$ cat src/rtl/packet_stream_decoder.sv
// Packet decoder for the UART word stream: SOP, command, length, then payload words.
// All outputs registered; resync has priority in every state; inter-word timeout.
module packet_stream_decoder #(
  parameter int unsigned WORD_W      = 32,
  parameter int unsigned CMD_W       = 2,
  parameter int unsigned CMD_LSB     = 24,
  parameter int unsigned LEN_W       = 16,
  parameter int unsigned MAX_WORDS   = 4096,
  parameter bit          LEN_SWAP    = 1'b1,
  parameter int unsigned TIMEOUT_CYC = 65535,
  parameter logic [WORD_W-1:0] RESYNC_WORD = 32'h1EDC6F41,
  parameter logic [WORD_W-1:0] SOP_WORD    = 32'h741B8CD7
) (
  input  logic              i_clk,
  input  logic              i_reset,
  input  logic              i_word_valid,
  input  logic [WORD_W-1:0] i_word_data,
  output logic [CMD_W-1:0]  o_cmd,
  output logic              o_cmd_valid,
  output logic [WORD_W-1:0] o_payload_data,
  output logic              o_payload_valid,
  output logic              o_packet_done,
  output logic              o_resync,
  output logic              o_err_len,
  output logic              o_err_timeout,
  output logic              o_busy
);

  localparam logic [1:0] S_IDLE    = 2'd0;
  localparam logic [1:0] S_CMD     = 2'd1;
  localparam logic [1:0] S_LEN     = 2'd2;
  localparam logic [1:0] S_PAYLOAD = 2'd3;

  localparam int unsigned TO_W     = (TIMEOUT_CYC > 0) ? $clog2(TIMEOUT_CYC + 1) : 1;
  localparam logic [TO_W-1:0] TO_LIMIT = TO_W'(TIMEOUT_CYC);
  localparam bit          TO_EN    = (TIMEOUT_CYC != 0);

  // Length field extraction, optionally byte-reversed for little-endian senders.
  function automatic logic [LEN_W-1:0] len_of(input logic [WORD_W-1:0] w);
    logic [WORD_W-1:0] r;
    r = w;
    if (LEN_SWAP) begin
      for (int unsigned b = 0; b < WORD_W / 8; b++) begin
        r[8*b +: 8] = w[WORD_W-8-8*b +: 8];
      end
    end
    return r[LEN_W-1:0];
  endfunction

  logic [1:0]        state_q, state_d;
  logic [LEN_W-1:0]  len_q, len_d;
  logic [LEN_W-1:0]  cnt_q, cnt_d;
  logic [TO_W-1:0]   to_cnt_q, to_cnt_d;
  logic [CMD_W-1:0]  cmd_q, cmd_d;
  logic [WORD_W-1:0] pdata_q, pdata_d;
  logic              cmd_v_q, cmd_v_d;
  logic              pv_q, pv_d;
  logic              done_q, done_d;
  logic              resync_q, resync_d;
  logic              err_len_q, err_len_d;
  logic              err_to_q, err_to_d;
  logic              busy_q, busy_d;

  logic [LEN_W-1:0]  len_w;
  logic [LEN_W-1:0]  cnt_inc;
  logic [TO_W-1:0]   to_inc;

  assign len_w   = len_of(i_word_data);
  assign cnt_inc = cnt_q + LEN_W'(1);
  assign to_inc  = to_cnt_q + TO_W'(1);

  always_comb begin
    state_d   = state_q;
    len_d     = len_q;
    cnt_d     = cnt_q;
    to_cnt_d  = to_cnt_q;
    cmd_d     = cmd_q;
    pdata_d   = pdata_q;
    cmd_v_d   = 1'b0;
    pv_d      = 1'b0;
    done_d    = 1'b0;
    resync_d  = 1'b0;
    err_len_d = 1'b0;
    err_to_d  = 1'b0;

    if (i_word_valid) begin
      // A word in the same cycle the timeout limit would be reached wins.
      to_cnt_d = '0;
      if (i_word_data == RESYNC_WORD) begin
        resync_d = 1'b1;
        state_d  = S_IDLE;
      end else begin
        case (state_q)
          S_IDLE: begin
            if (i_word_data == SOP_WORD) state_d = S_CMD;
          end
          S_CMD: begin
            cmd_d   = i_word_data[CMD_LSB +: CMD_W];
            cmd_v_d = 1'b1;
            state_d = S_LEN;
          end
          S_LEN: begin
            if (len_w == '0) begin
              done_d  = 1'b1;
              state_d = S_IDLE;
            end else if (33'(len_w) > 33'(MAX_WORDS)) begin
              err_len_d = 1'b1;
              state_d   = S_IDLE;
            end else begin
              len_d   = len_w;
              cnt_d   = '0;
              state_d = S_PAYLOAD;
            end
          end
          default: begin
            pdata_d = i_word_data;
            pv_d    = 1'b1;
            cnt_d   = cnt_inc;
            if (cnt_inc == len_q) begin
              done_d  = 1'b1;
              state_d = S_IDLE;
            end
          end
        endcase
      end
    end else if (state_q != S_IDLE) begin
      if (TO_EN) begin
        if (to_inc == TO_LIMIT) begin
          err_to_d = 1'b1;
          to_cnt_d = '0;
          state_d  = S_IDLE;
        end else begin
          to_cnt_d = to_inc;
        end
      end
    end else begin
      to_cnt_d = '0;
    end

    busy_d = (state_d != S_IDLE);
  end

  always_ff @(posedge i_clk or posedge i_reset) begin
    if (i_reset) begin
      state_q   <= S_IDLE;
      len_q     <= '0;
      cnt_q     <= '0;
      to_cnt_q  <= '0;
      cmd_q     <= '0;
      pdata_q   <= '0;
      cmd_v_q   <= 1'b0;
      pv_q      <= 1'b0;
      done_q    <= 1'b0;
      resync_q  <= 1'b0;
      err_len_q <= 1'b0;
      err_to_q  <= 1'b0;
      busy_q    <= 1'b0;
    end else begin
      state_q   <= state_d;
      len_q     <= len_d;
      cnt_q     <= cnt_d;
      to_cnt_q  <= to_cnt_d;
      cmd_q     <= cmd_d;
      pdata_q   <= pdata_d;
      cmd_v_q   <= cmd_v_d;
      pv_q      <= pv_d;
      done_q    <= done_d;
      resync_q  <= resync_d;
      err_len_q <= err_len_d;
      err_to_q  <= err_to_d;
      busy_q    <= busy_d;
    end
  end

  assign o_cmd           = cmd_q;
  assign o_cmd_valid     = cmd_v_q;
  assign o_payload_data  = pdata_q;
  assign o_payload_valid = pv_q;
  assign o_packet_done   = done_q;
  assign o_resync        = resync_q;
  assign o_err_len       = err_len_q;
  assign o_err_timeout   = err_to_q;
  assign o_busy          = busy_q;

endmodule

$ cat config.mk
export PLATFORM = sky130hd
export DESIGN_NAME = packet_stream_decoder
export DESIGN_NICKNAME = d
export VERILOG_FILES = /design/src/rtl/packet_stream_decoder.sv
export SDC_FILE = /design/constraint.sdc
export NUM_CORES = 1
export LEC_CHECK = 0
export CORE_AREA = 2 2 98 100
export DETAILED_ROUTE_END_ITERATION = 8
export DIE_AREA = 0 0 100 102
export GPL_ROUTABILITY_DRIVEN = 0
export PLACE_DENSITY_LB_ADDON = 0.2
export REMOVE_ABC_BUFFERS = 1
export SLEW_MARGIN = 40
export SYNTH_ARGS = -nofsm -noshare
export SYNTH_HDL_FRONTEND = slang
export SYNTH_SLANG_ARGS = --single-unit
$ cat constraint.sdc
create_clock -name i_clk -period 6.9 [get_ports i_clk]
set_input_delay 1.725 -clock i_clk [delete_from_list [all_inputs] [get_ports i_clk]]
set_output_delay 1.725 -clock i_clk [all_outputs]
set_load 0.02 [all_outputs]
Yosys cells after proc, flatten, opt, wreduce, memory -nomap -nowiden
Index checks and enable logic that the tools add are counted.
Word-level totals
  register bits after elaboration: 91
  input bits: 35
  output and inout port bits: 41
  word-level logic and storage cells: 75
Operators by class
  add/sub/neg operators: 2
  magnitude comparators: 1
  equality and inequality tests: 8
  mux-type cells: 36
  bitwise operators: 5
  reductions and logical operators: 10
Operators by type and width (count)
  two-way mux 16 bit: 5
  adder 16 x 1 -> 16 bit (second input constant): 2
  == test 32 x 29 -> 1 bit (second input constant): 1
  == test 32 x 31 -> 1 bit (second input constant): 1
  one-hot mux 16 bit (2 select lines): 1
  two-way mux 1 bit: 20
  == test 16 bit: 1
  == test 16 bit (second input constant): 1
  greater-than comparator 16 x 13 -> 1 bit (second input constant): 1
  zero test 16 bit: 1
  two-way mux 2 bit: 8
  AND reduction 5 bit: 2
  one-hot mux 2 bit (3 select lines): 1
  AND reduction 3 bit: 2
  NOT 1 bit: 5
  inequality test 2 bit (second input constant): 2
  nonzero test 2 bit: 2
  OR reduction 3 bit: 1
  == test 2 x 1 -> 1 bit (second input constant): 1
  == test 2 bit (second input constant): 1
  zero test 2 bit: 1
  one-hot mux 1 bit (2 select lines): 1
  OR reduction 2 bit: 1

Longest topological paths before layout
  depth after elaboration: 7
  mapped depth: 9
  mapped depth without buffers: 8

Worst setup path before layout
No wires, ideal clock.
  kind: input to register
  start: in i_word_data[29]
  end: reg len_q[0]
  setup time: 0.125 ns
  arrival time: 3.615 ns
  data required time: 6.775 ns
  path slack: 3.160 ns
  stages on the path: 7
  path buffers: 2
  cells stage by stage: or4_1 nand4bb_1 xnor2_1 or4_1 buf_4 buf_6 mux2_2
On the way
  longest elaborated chain between the ends: 3
  elaborated cells on any way between the ends: 7
  those cells by class: order compare (1); eq/ne (1); bitwise (3); reduce/logical (2)
Ends and longest elaborated chain
  from (decl): RTL line 17  | input logic [WORD_W-1:0] i_word_data,
  greater-than comparator 16 x 13 -> 1 bit (tied with other cells): RTL line 106  | end else if (33'(len_w) > 33'(MAX_WORDS)) begin
  NOT 1 bit (no source line)
  AND reduction 5 bit (no source line) (*)
  to (signal assigned): RTL line 160  | len_q <= len_d;
  to (decl): RTL line 51  | logic [LEN_W-1:0] len_q, len_d;
Mark *: on every way between the ends. The rest lies on a longest branch, timed or not.
A chain may end at the register's enable or synchronous reset.

Worst setup path after layout
  start: in i_word_data[29]
  end: reg busy_q (netlist: o_busy)
On the way
  longest elaborated chain between the ends: 7
  elaborated cells on any way between the ends: 11
  those cells by class: order compare (1); eq/ne (2); mux (6); reduce/logical (2)
Ends and longest elaborated chain
  greater-than comparator 16 x 13 -> 1 bit: RTL line 106
  two-way mux 2 bit: RTL line 106
  two-way mux 2 bit: RTL line 103  | if (len_w == '0) begin
  one-hot mux 2 bit (3 select lines): RTL line 93  | case (state_q)
  two-way mux 2 bit (*): RTL line 89  | if (i_word_data == RESYNC_WORD) begin
  two-way mux 2 bit (*): RTL line 86  | if (i_word_valid) begin
  nonzero test 2 bit (*): RTL line 140  | busy_d = (state_d != S_IDLE);
  via busy_d: RTL line 62  | logic busy_q, busy_d;
  to (signal assigned): RTL line 171  | busy_q <= busy_d;
  to (decl): RTL line 62
Mark *: on every way through the listed nets, which the timed path passes. The rest lies on a longest branch.

==> impl_results.md <==
- Input/output buffers: 75
- Max VDD drop: 0.1398 mV
- Post-synthesis sequential area ratio: 49.63%
- Sw frac: 23.06%
- Floorplan Core Area: 9109 um2
- Die height: 102 um
- Critical path's most frequent cell: or4_1
- Post-DP HPWL: 7.354 mm
- Aggregate global routing overflow: 0
- Skew-Pair Late Insertion Delay: between 300 and 400 ps
- CP required: 7180 ps
- Clock sink count: 91
- Initial Util: 50.37%
- CP Cell Sequence: clkdlybuf4s50_1 > or4_1 > nand4bb_1 > xnor2_1 > or4_1 > inv_1 > o21ai_0 > o211ai_1
- Antenna violations before repair: 0
- CP arrival: approximately 4500 ps
- Via count: about 3700
- Power per cell area: ~170 nW/um2
- Filler cells: 796
- Largest cells by area after synthesis: dfrtp_1, nand2_1, xnor2_1
- Die X: 100 um
- Worst path bufs/invs: 2
- Gate Count Post-Synth: slightly below 500
- Adder-cell area share of the yosys netlist: 0.8181%
- Endpoints failing setup: 0
- Post-synthesis xor/xnor area fraction: 7.827%
- Finished Cell Area: 5562 um2
- Rows: 35
- Pins Over Slew Limit: 0
- N_diodes: 0
- Area delta synth->final: 21.22%
- Setup TNS: 0 ps
- TritonCTS clock tree: built
- CP Capture Type: flop
- Period Utilization, post-route: 61.10%
- Relative slew margins: 47.51%
- Hold Vio Cnt, Final: 0
- Total GRT Usage: 21.55%
- Worst Setup SP: i_word_data[29]
- Avg WL per Cell: 15.81 um
- Mapped Area: 4588 um2
- Leakage: about 2.5 nW
- Vias per cell: around 5.5
- Post-synthesis mux area share: 3.191%
- H-tree levels: 3
- Final Skew: approximately 9.3 ps
- WHS Path Cells: 2
- Final WL: 10.62 mm
- First-pass GRT wire length: ~17 mm
- Detailed Routing Iterations Pass 1: 4
- Ports: 76
- Worst min-delay path class: flop to flop
- Worst hold start: o_payload_data[0]$_DFFE_PP0P_
- Vias in the first global route: roughly 3600
- CTS Hold Bufs: 0
- Post-route DRC: 0
- Layout cells sized above 1: 8.021%
- Main flop type after synthesis: dfrtp_1
- Max FO, Critical Path: 18
- Simple-Gate Fraction of Synth Area: 27.32%
- Fmax: between 200 and 250 MHz
- Distinct cells, synth: 50
- Share of power burned in registers: 56.1%
- Area after DPL: 5361 um2
- Status: complete, no violations
- Top-count cell post-synth: nand2_1
- DR iter-0 viols: 197
- Clock share of power: 39.2%
- Comb pwr share: 4.7%
- Main combinational cell family by area after synthesis: simple AND/OR/NAND/NOR gates
- TritonCTS buffer count: 9
- Tmin final: approximately 4200 ps
- Max_cap viols: 0
- FFs w/ async S/R, synth: 100.0%
- R2r setup slk: 4280 ps
- Worst r2r src: cnt_q[0]$_DFFE_PP0P_
- Die footprint: 10200 um2
- Clock Path Buffers: 2
- Worst-path clk slew: 90 ps
- Critical path type: primary input to flop
- Post-synth EDFFs: 0
- Commonest cells post-synth: nand2_1, dfrtp_1, nor2_1
- # Post-CTS Setup Buffers: 0
- CTS-repair resized insts: 0
- Post-layout nets: 595
- Placed cells: about 660
- Register-to-Register Path Depth: 8
- Largest net degree at the start of global routing: 53
- Critical path's top delay family: simple AND/OR/NAND/NOR gates
- Type of origin of the critical path: primary input
- Synth warn: 0
- Synth area leader: dfrtp_1
- Worst Hold Path EP: o_payload_data[0]$_DFFE_PP0P_
- Worst Tran Pin Value: 786.2 ps
- R2R Path End: o_packet_done$_DFF_PP0_
- Fin cells: 672
- Compound-Gate Fraction of Synth Area: 7.499%
- Synth Register Bits: 91
- Post-synth top area share: 49.63%
- Slowest-stage cell, CP: or4_1
- RSZ-0062 raised after global routing: no
- Routed Antenna Nets: 0
- Critical Path Max Stage Delay: 760 ps
- NetSw: 0.2190 mW
- Mean Syn Cell Area: 9.345 um2
- Core Util, Final: 61.06%
- Cell Int Power: 0.7309 mW
- Root buffer cell: clkbuf_8
## registers in the layout (all words and copies together) (netlist names), 2 cells and up
register	count
o_payload_data	32
cnt_q	16
len_q	16
to_cnt_q	16
o_cmd	2
state_q	2
## power by group through the flow
stage               Sequential (mW)  Combinational [mW]  Clock (mW)
CTS                           0.533              0.0453       0.376
global placement              0.543              0.0448           0
floorplan                     0.543              0.0134           0
finish                        0.533              0.0445       0.373
detailed placement            0.543              0.0454           0
global route                  0.533              0.0488       0.398
## worst register-to-register path, cell delays in order, from the launching register on
cell and delay [ps]:
dfrtp_1 490, ha_1 350, and3_1 310, and4_1 260, xnor2_1 110, nor3b_1 190
nand4_1 200, or3_1 360, a21oi_1 250
## through the flow
step / hold WS, ps / worst slack [ps] / power, mW
after CTS: 484.3 / 2678 / 0.9543
after floorplan: 459.8 / 2693 / 0.5569
after global routing: 504.0 / 2518 / 0.9796
final: 479.3 / 2684 / 0.9499
after detailed placement: 461.0 / 2288 / 0.5888
after global placement: 457.3 / 2342 / 0.5882
## placed cells by master, fill, tap and decap left out, types with 7 or more instances in the layout
| cell type | count |
|---|---|
| o21ai_1 | 12 |
| nand3_1 | 18 |
| nand4_1 | 14 |
| nor2_1 | 34 |
| a21oi_1 | 7 |
| clkdlybuf4s50_1 | 75 |
| nor3_1 | 10 |
| clkbuf_8 | 10 |
| o31ai_1 | 8 |
| dfrtp_1 | 91 |
| and2_1 | 7 |
| nand2_1 | 129 |
| o21ai_0 | 20 |
| xor2_1 | 15 |
| xnor2_1 | 26 |
| mux2_2 | 13 |
| inv_1 | 7 |
## worst max-delay path by stage
stage | end | cells past startpoint
floorplan | cnt_q[11]$_DFFE_PP0P_ | 8
detailed placement | state_q[1]$_DFF_PP0_ | 8
CTS | o_busy$_DFF_PP0_ | 8
global placement | o_busy$_DFF_PP0_ | 8
global route | cnt_q[13]$_DFFE_PP0P_ | 9
finish | o_busy$_DFF_PP0_ | 8
## cell type report
class	count	area (um2)	share of cell area (%)
inverter	9	38.79	0.6974
multi-input combinational	369	2141	38.49
clock inverter	5	62.56	1.125
clock buffer	10	137.6	2.475
sequential	91	2277	40.94
tap	111	138.9	2.497
timing repair buffer	77	765.7	13.77
## kinds of logic after synthesis
| group | count (synthesis) |
|---|---|
| xor gates and xnor gates | 41 |
| buffers and inverters | 31 |
| DFF | 91 |
| and+or+nand+nor | 255 |
| adders and majority gates | 3 |
| AOI/OAI and AO/OA | 57 |
| muxes | 13 |
## routing by layer
metal	up-vias	track usage [%]	share of wire (%)
met5	-	0	0
met4	0	7.482	1.3
met3	11	3.967	4.5
met2	86	34.56	46
met1	1809	29.76	49
li1	1807	-	-
No activity file was read; power rests on OpenSTA's default activity.
